## config.mk

```make
export PLATFORM = sky130hd
export DESIGN_NAME = keystream_sequencer
export DESIGN_NICKNAME = d
export VERILOG_FILES = /design/src/rtl/keystream_sequencer.sv
export SDC_FILE = /design/constraint.sdc
export NUM_CORES = 1
export LEC_CHECK = 0
export CELL_PAD_IN_SITES_DETAIL_PLACEMENT = 0
export CELL_PAD_IN_SITES_GLOBAL_PLACEMENT = 1
export CORE_MARGIN = 2
export CORE_UTILIZATION = 25
export CTS_BUF_LIST = sky130_fd_sc_hd__clkbuf_4
export DETAILED_ROUTE_END_ITERATION = 8
export GPL_ROUTABILITY_DRIVEN = 0
export PLACE_DENSITY_LB_ADDON = 0.15
export SLEW_MARGIN = 10
export SYNTH_ARGS = -nofsm -noshare
export SYNTH_HDL_FRONTEND = slang
export SYNTH_SLANG_ARGS = --single-unit
```

## constraint.sdc

```tcl
create_clock -name clk -period 2.8 [get_ports clk]
set_input_delay 0.28 -clock clk [delete_from_list [all_inputs] [get_ports clk]]
set_output_delay 0.28 -clock clk [all_outputs]
set_load 0.05 [all_outputs]
```

## src/rtl/keystream_sequencer.sv

```systemverilog
// rtl/keystream_sequencer.sv - frame sequencer for the float-to-integer keystream extractor
// Optional KSEQ_STALL_CNT_EN adds the stall_cycles counter output.
module keystream_sequencer #(
    parameter int PIPE_DEPTH = 5,
    parameter int CNT_W      = 20
) (
    input  logic             clk,
    input  logic             rst_n,
    input  logic             start,
    input  logic [CNT_W-1:0] cfg_num_words,
    input  logic             abort,
    input  logic             in_valid,
    output logic             in_ready,
    input  logic [31:0]      in_val1,
    input  logic [31:0]      in_val2,
    input  logic [31:0]      in_val3,
    output logic [31:0]      ext_val1,
    output logic [31:0]      ext_val2,
    output logic [31:0]      ext_val3,
    output logic             ext_enable,
    input  logic [22:0]      ext_ex1,
    input  logic [22:0]      ext_ex2,
    input  logic [22:0]      ext_ex3,
    output logic             ks_valid,
    input  logic             ks_ready,
    output logic [22:0]      ks1,
    output logic [22:0]      ks2,
    output logic [22:0]      ks3,
    output logic             busy,
    output logic             frame_done
`ifdef KSEQ_STALL_CNT_EN
    ,
    output logic [31:0]      stall_cycles
`endif
);

    localparam int RUN_W = (PIPE_DEPTH > 1) ? $clog2(PIPE_DEPTH) : 1;
    localparam logic [RUN_W-1:0] RUN_LAST = RUN_W'(PIPE_DEPTH - 1);

    typedef enum logic [2:0] {
        S_IDLE,
        S_WAIT_IN,
        S_RUN,
        S_CAPTURE,
        S_HOLD
    } state_t;

    state_t           state;
    state_t           state_next;
    logic [RUN_W-1:0] run_cnt;
    logic [CNT_W-1:0] remaining;

    logic load_in;
    logic cap_ks;
    logic load_rem;
    logic dec_rem;
    logic clr_rem;
    logic done_next;

    // Handshake and enable outputs are pure state decodes, so none of them
    // depends combinationally on in_valid or ks_ready.
    assign in_ready   = (state == S_WAIT_IN);
    assign ext_enable = (state == S_RUN);
    assign ks_valid   = (state == S_HOLD);
    assign busy       = (state != S_IDLE);

    always_ff @(posedge clk or negedge rst_n) begin
        if (!rst_n) begin
            state <= S_IDLE;
        end else begin
            state <= state_next;
        end
    end

    always_comb begin
        state_next = state;
        load_in    = 1'b0;
        cap_ks     = 1'b0;
        load_rem   = 1'b0;
        dec_rem    = 1'b0;
        clr_rem    = 1'b0;
        done_next  = 1'b0;
        if (abort && (state != S_IDLE)) begin
            state_next = S_IDLE;
            clr_rem    = 1'b1;
        end else begin
            case (state)
                S_IDLE: begin
                    if (start) begin
                        if (cfg_num_words != '0) begin
                            load_rem   = 1'b1;
                            state_next = S_WAIT_IN;
                        end else begin
                            done_next = 1'b1;
                        end
                    end
                end
                S_WAIT_IN: begin
                    if (in_valid) begin
                        load_in    = 1'b1;
                        state_next = S_RUN;
                    end
                end
                S_RUN: begin
                    if (run_cnt == RUN_LAST) begin
                        state_next = S_CAPTURE;
                    end
                end
                S_CAPTURE: begin
                    cap_ks     = 1'b1;
                    state_next = S_HOLD;
                end
                S_HOLD: begin
                    if (ks_ready) begin
                        dec_rem = 1'b1;
                        if (remaining == CNT_W'(1)) begin
                            state_next = S_IDLE;
                            done_next  = 1'b1;
                        end else begin
                            state_next = S_WAIT_IN;
                        end
                    end
                end
                default: state_next = S_IDLE;
            endcase
        end
    end

    always_ff @(posedge clk or negedge rst_n) begin
        if (!rst_n) begin
            ext_val1   <= '0;
            ext_val2   <= '0;
            ext_val3   <= '0;
            ks1        <= '0;
            ks2        <= '0;
            ks3        <= '0;
            run_cnt    <= '0;
            remaining  <= '0;
            frame_done <= 1'b0;
        end else begin
            frame_done <= done_next;
            if (load_in) begin
                ext_val1 <= in_val1;
                ext_val2 <= in_val2;
                ext_val3 <= in_val3;
                run_cnt  <= '0;
            end else if (state == S_RUN) begin
                run_cnt <= run_cnt + RUN_W'(1);
            end
            // The pipeline is frozen outside RUN, so its outputs are a clean flush here.
            if (cap_ks) begin
                ks1 <= ext_ex1;
                ks2 <= ext_ex2;
                ks3 <= ext_ex3;
            end
            if (clr_rem) begin
                remaining <= '0;
            end else if (load_rem) begin
                remaining <= cfg_num_words;
            end else if (dec_rem && (remaining != '0)) begin
                remaining <= remaining - CNT_W'(1);
            end
        end
    end

`ifdef KSEQ_STALL_CNT_EN
    always_ff @(posedge clk or negedge rst_n) begin
        if (!rst_n) begin
            stall_cycles <= '0;
        end else if ((state == S_IDLE) && start) begin
            stall_cycles <= '0;
        end else if (((state == S_WAIT_IN) && !in_valid) ||
                     ((state == S_HOLD) && !ks_ready)) begin
            if (stall_cycles != 32'hFFFF_FFFF) begin
                stall_cycles <= stall_cycles + 32'd1;
            end
        end
    end
`endif

endmodule
```

# Yosys cells after proc, flatten, opt, wreduce, memory -nomap -nowiden
# Cells that the tools add are included.
# Widths: inputs -> output; s select.
# classes
reduce_logical,9
eq_ne,11
n_mux,32
add_sub_neg,2
# ops
op,count
$mux 20,3
$reduce_bool 20->1,2
$mux 3,8
$eq 20x1->1 const B,1
$sub 20x1->20 const B,1
$mux 1,19
$pmux 3 s5,1
$eq 3x2->1 const B,2
$eq 3x3->1 const B,2
$ne 3x1->1 const B,2
$ne 3x3->1 const B,2
$reduce_bool 3->1,2
$reduce_and 5->1,1
$add 3x1->3 const B,1
$eq 3x1->1 const B,1
$logic_not 3->1,1
$ne 3x2->1 const B,1
$logic_and 1x1->1,2
$pmux 1 s2,1
$reduce_bool 2->1,1
# word_totals
wordCells,64
in_bits,191
reg_bits,192
out_inout_bits,170

# Logic depth before layout (Yosys ltp)
# depth
ltp_word,7
mapped_depth,7
mapped_depth_nobuf,7

# Least setup slack after synthesis
# No wires, ideal clock.
# synth_path
kind,reg-to-reg
start,register remaining[6]
end,register remaining[1]
path_stages_with_launch,7
setup_ns,0.077
t_arrival_ns,2.140
period_less_slack_ns,2.217
path_buffers,1
setup_slack_ns,0.583
path_cell_list,dfrtp_1 -> or4_1 -> buf_2 -> or4_4 -> o21ai_4 -> mux2_1 -> a21oi_1
# synth_between
elab_chain_cells,3
# synth_rtl
item,line,source
from (decl),51,logic [CNT_W-1:0] remaining;
from (signal assigned),159,remaining <= cfg_num_words;
from (signal assigned),161,remaining <= remaining - CNT_W'(1);
$reduce_bool 20->1,160,end else if (dec_rem && (remaining != '0)) begin
$logic_and 1x1->1,160,
$reduce_bool 3->1 (no line),-,
# No other way between the ends.
# A chain may end at the register's enable or synchronous reset.

# Worst setup path after layout
# layout_path
start,register state[2]
end,output ks_valid
# layout_between
elab_chain_cells,1
# layout_rtl
item,line,source
from (decl),48,state_t state;
from (signal assigned),71,state <= state_next;
$eq 3x3->1,64,assign ks_valid = (state == S_HOLD);
to (decl),24,"output logic ks_valid,"
# No other way between the ends.

==> flow_metrics.py <==
metrics = {
    "status": {
        "outcome": "complete, no violations",
    },
    "pwr": {
        "totalPowerFinal_uw": 16000,
        "power_per_unit_of_standard_cell_area_nw_per_um2": 1300,
        "leakage_power_of_the_design_uw": 0.00504,
        "vdd_ir_drop_max_mv": 0.629,
    },
    "clocking": {
        "clk_root_buffer_cell": "sky130_fd_sc_hd__clkbuf_4",
        "htree_num_levels": 4,
        "postCtsSetupRepairBufs": 0,
        "clk_pin_slew_ps": 150,
        "worstSkewPairLatency_ps": 610,
        "cts-root-to-sink-buffers": 2,
        "cts_inserted_buffers": 17,
        "tritoncts_num_sinks": 192,
        "cts_tree": "yes",
    },
    "die": {
        "initial_util": 0.255,
        "floorplan.die_area_um2": 32800,
        "placeableCoreArea_um2": 30700,
        "floorplan.die.width_um": 181,
        "height_of_the_die_um": 181,
        "top_level_ports": 361,
        "row_count": 64,
    },
    "layout": {
        "multiInputGateArea_um2": 2890,
        "fin_cells": 1327,
        "design_area_um2": 12300,
        "fillers": 3015,
        "final_layout_size_suffix_gt1_frac": 0.236,
        "register_area_um2": 4800,
        "final_util": 0.400,
        "syn_to_final_growth_pct": 57.1,
        "fin_nets": 1113,
    },
    "yosys": {
        "syn_avg_cell_area_um2": 14.3,
        "synth.net_count": 745,
        "ys_async_sr_fraction": 1.00,
        "synth.cells.most_frequent": "192 x sky130_fd_sc_hd__dfrtp_1, 159 x sky130_fd_sc_hd__mux2_2, 21 x sky130_fd_sc_hd__clkbuf_1",
        "post_synthesis_cell_type_count": 47,
        "synth_warnings": 0,
        "post_synth_design_cell_area_um2": 7830,
        "ys.flop_type": "sky130_fd_sc_hd__dfrtp_1",
        "synthCells": 549,
        "ranking_of_synthesized_cells_by_area": "sky130_fd_sc_hd__dfrtp_1 61%, sky130_fd_sc_hd__mux2_2 23%, sky130_fd_sc_hd__clkbuf_1 1.0%",
        "yosysSeqAreaShare": 0.613,
        "synth_top_area_cell": "sky130_fd_sc_hd__dfrtp_1",
        "yosysMostFrequentCell": "sky130_fd_sc_hd__dfrtp_1",
        "ys_seq_elements": 192,
        "synth_top_area_frac": 0.613,
        "synth-edff-count": 0,
    },
    "worst_setup_path": {
        "crit_arrival_ps": 2210,
        "worst_r2r_startpoint": "remaining[6]",
        "path_max_fanout": 10,
        "r2r_setup_slack_ps": 420,
        "max_stage_delay_cell_worst_path": "sky130_fd_sc_hd__dlygate4sd2_1",
        "critical_path.cell_chain": "nor3b_1 > dlygate4sd2_1",
        "timing_startpoint_of_the_critical_path": "state[2]",
        "cp-end-kind": "output pin",
        "cp_slowest_stage_delay_ps": 640,
        "setup.worst_path.start_class": "register",
        "crit_path_category": "reg -> out",
        "critPathRequiredTime_ps": 2520,
    },
    "timing": {
        "timing.setup.tns_ps": 0,
        "finalSetupViolations": 0,
        "fmax_mhz": 402,
        "hold_violations": 0,
        "period_minus_slack_ps": 2490,
        "final_max_slew_viol_count": 0,
        "worst_pin_slew_ps": 618,
        "fin_worst_skew_ps": 30.1,
        "rsz0062_at_grt": "no",
        "timing.max_slew.rel_slack": 0.587,
        "layout_worst_path_cycle_share": 0.889,
    },
    "place": {
        "placed_area_um2": 12000,
        "numPlacedInstances": 1293,
        "port-buffer-count": 360,
        "hpwl_um": 18700,
    },
    "drt": {
        "drc_markers": 0,
        "ant_nets": 0,
        "dr.first_iter.drc_count": 267,
        "wl_per_cell_um": 18.8,
        "route.final.wire_length_um": 24900,
        "via_per_inst": 4.41,
        "total_via_count_in_the_routed_design": 5853,
        "drt_first_pass_iters": 4,
    },
    "flow_run": {
        "max_cap_viol_count": 0,
    },
    "grt": {
        "grt_overflow": 0,
        "grt_pass1_wl_um": 38300,
        "grt_util_all_layers": 0.155,
        "number_of_global_route_vias_before_repair": 6337,
        "pin_count_of_the_biggest_net_entering_global_routing": 76,
        "grt_antenna_before_repair": 2,
    },
    "worst_hold_path": {
        "hold_path_class": "in -> async",
    },
}
==> final timing paths <==
check	end	cells past startpoint
max	ks_valid	2
min	ext_val1[13]	2
max reg2reg	remaining[1]	5
min reg2reg	ext_val3[20]	1
max in group asynchronous	ext_val2[8]	3
min in group clk	ext_val3[18]	2
==> sequential cells by signal, indices dropped and copies added, names as in the netlist <==
register and flops:
run_cnt 3, ext_val3 32, remaining 20, ks3 23
state 3, frame_done 1, ks2 23, ext_val1 32
ext_val2 32, ks1 23
==> area by class of cell <==
type | instances | share of cell area
flip-flops and latches | 192 | 0.391
diodes | 2 | 0.000407
inverters | 9 | 0.00275
multi-input cells | 319 | 0.235
clock buffers | 17 | 0.0104
clock inverters | 14 | 0.0109
well taps | 396 | 0.0403
repair buffers | 378 | 0.310
==> power by group <==
part	total, µW	internal [µW]	switching, µW	leakage, µW
clock	1510	453	1060	0.000140
sequential	4910	4120	787	0.00238
combinational	9590	3540	6060	0.00252
total	16000	8110	7900	0.00504
==> metrics by stage <==
stage,hold slack (ps),setup WS [ps]
global route,146,48.9
CTS,127,27.9
floorplan,-15.6,583
finish,169,310
global placement,305,453
detailed placement,307,441
==> layout by cell type, fill, tap and decap left out, types with 3 or more instances in the layout <==
| master | Yosys | routed |
|---|---|---|
| sky130_fd_sc_hd__o211ai_1 | 5 | 5 |
| sky130_fd_sc_hd__a21oi_1 | 12 | 12 |
| sky130_fd_sc_hd__o21ai_1 | 4 | 3 |
| sky130_fd_sc_hd__inv_6 | 0 | 3 |
| sky130_fd_sc_hd__buf_12 | 0 | 5 |
| sky130_fd_sc_hd__inv_1 | 9 | 9 |
| sky130_fd_sc_hd__mux2_2 | 159 | 159 |
| sky130_fd_sc_hd__xor2_1 | 5 | 5 |
| sky130_fd_sc_hd__nand2_1 | 14 | 14 |
| sky130_fd_sc_hd__nor2_1 | 9 | 9 |
| sky130_fd_sc_hd__dfrtp_1 | 192 | 192 |
| sky130_fd_sc_hd__clkinv_4 | 0 | 3 |
| sky130_fd_sc_hd__clkdlybuf4s50_1 | 0 | 355 |
| sky130_fd_sc_hd__or3_1 | 5 | 5 |
| sky130_fd_sc_hd__o21ai_0 | 15 | 15 |
| sky130_fd_sc_hd__and4_1 | 3 | 3 |
| sky130_fd_sc_hd__nor4_1 | 10 | 10 |
| sky130_fd_sc_hd__a31oi_1 | 9 | 9 |
| sky130_fd_sc_hd__clkbuf_4 | 0 | 17 |
| sky130_fd_sc_hd__and2_1 | 3 | 3 |
| sky130_fd_sc_hd__xnor2_1 | 3 | 3 |
| sky130_fd_sc_hd__o311ai_1 | 3 | 3 |
| sky130_fd_sc_hd__nand3_1 | 8 | 8 |
| sky130_fd_sc_hd__buf_4 | 0 | 12 |
| sky130_fd_sc_hd__ha_1 | 5 | 5 |
| sky130_fd_sc_hd__o21a_1 | 3 | 3 |
| sky130_fd_sc_hd__mux2_1 | 7 | 7 |
| sky130_fd_sc_hd__nand4_1 | 6 | 6 |
| sky130_fd_sc_hd__nor3b_1 | 3 | 3 |
==> worst max-delay path, delay by kind of cell (launching register included) <==
family | cells | cell delay (ps)
flops | 1 | 600
buf+inv | 1 | 640
simple gates | 1 | 370
==> routing by layer <==
layer	vias to the layer above	track usage	share of wire
met2	190	0.272	0.52
met4	0	0.0507	0.016
li1	2727	-	-
met5	-	0	0
met1	2916	0.174	0.38
met3	20	0.0593	0.080
==> cell families after synthesis <==
logic type,count (synthesis),synth area share
compound gates,63,0.0534
xor+xnor,8,0.00895
fa+ha+maj,5,0.00799
buf+inv,38,0.0188
flops,192,0.613
mux,166,0.239
simple gates,77,0.0588
==> what timing repair did <==
| item | 4_1_cts | 5_1_grt |
|---|---|---|
| hold buffers | 1 | 0 |
| resized for setup | 2 | 2 |
| endpoints found under the hold margin | 59 | 0 |
| setup endpoints to repair | 2 | 2 |
Power figures use the tool's default switching activity.
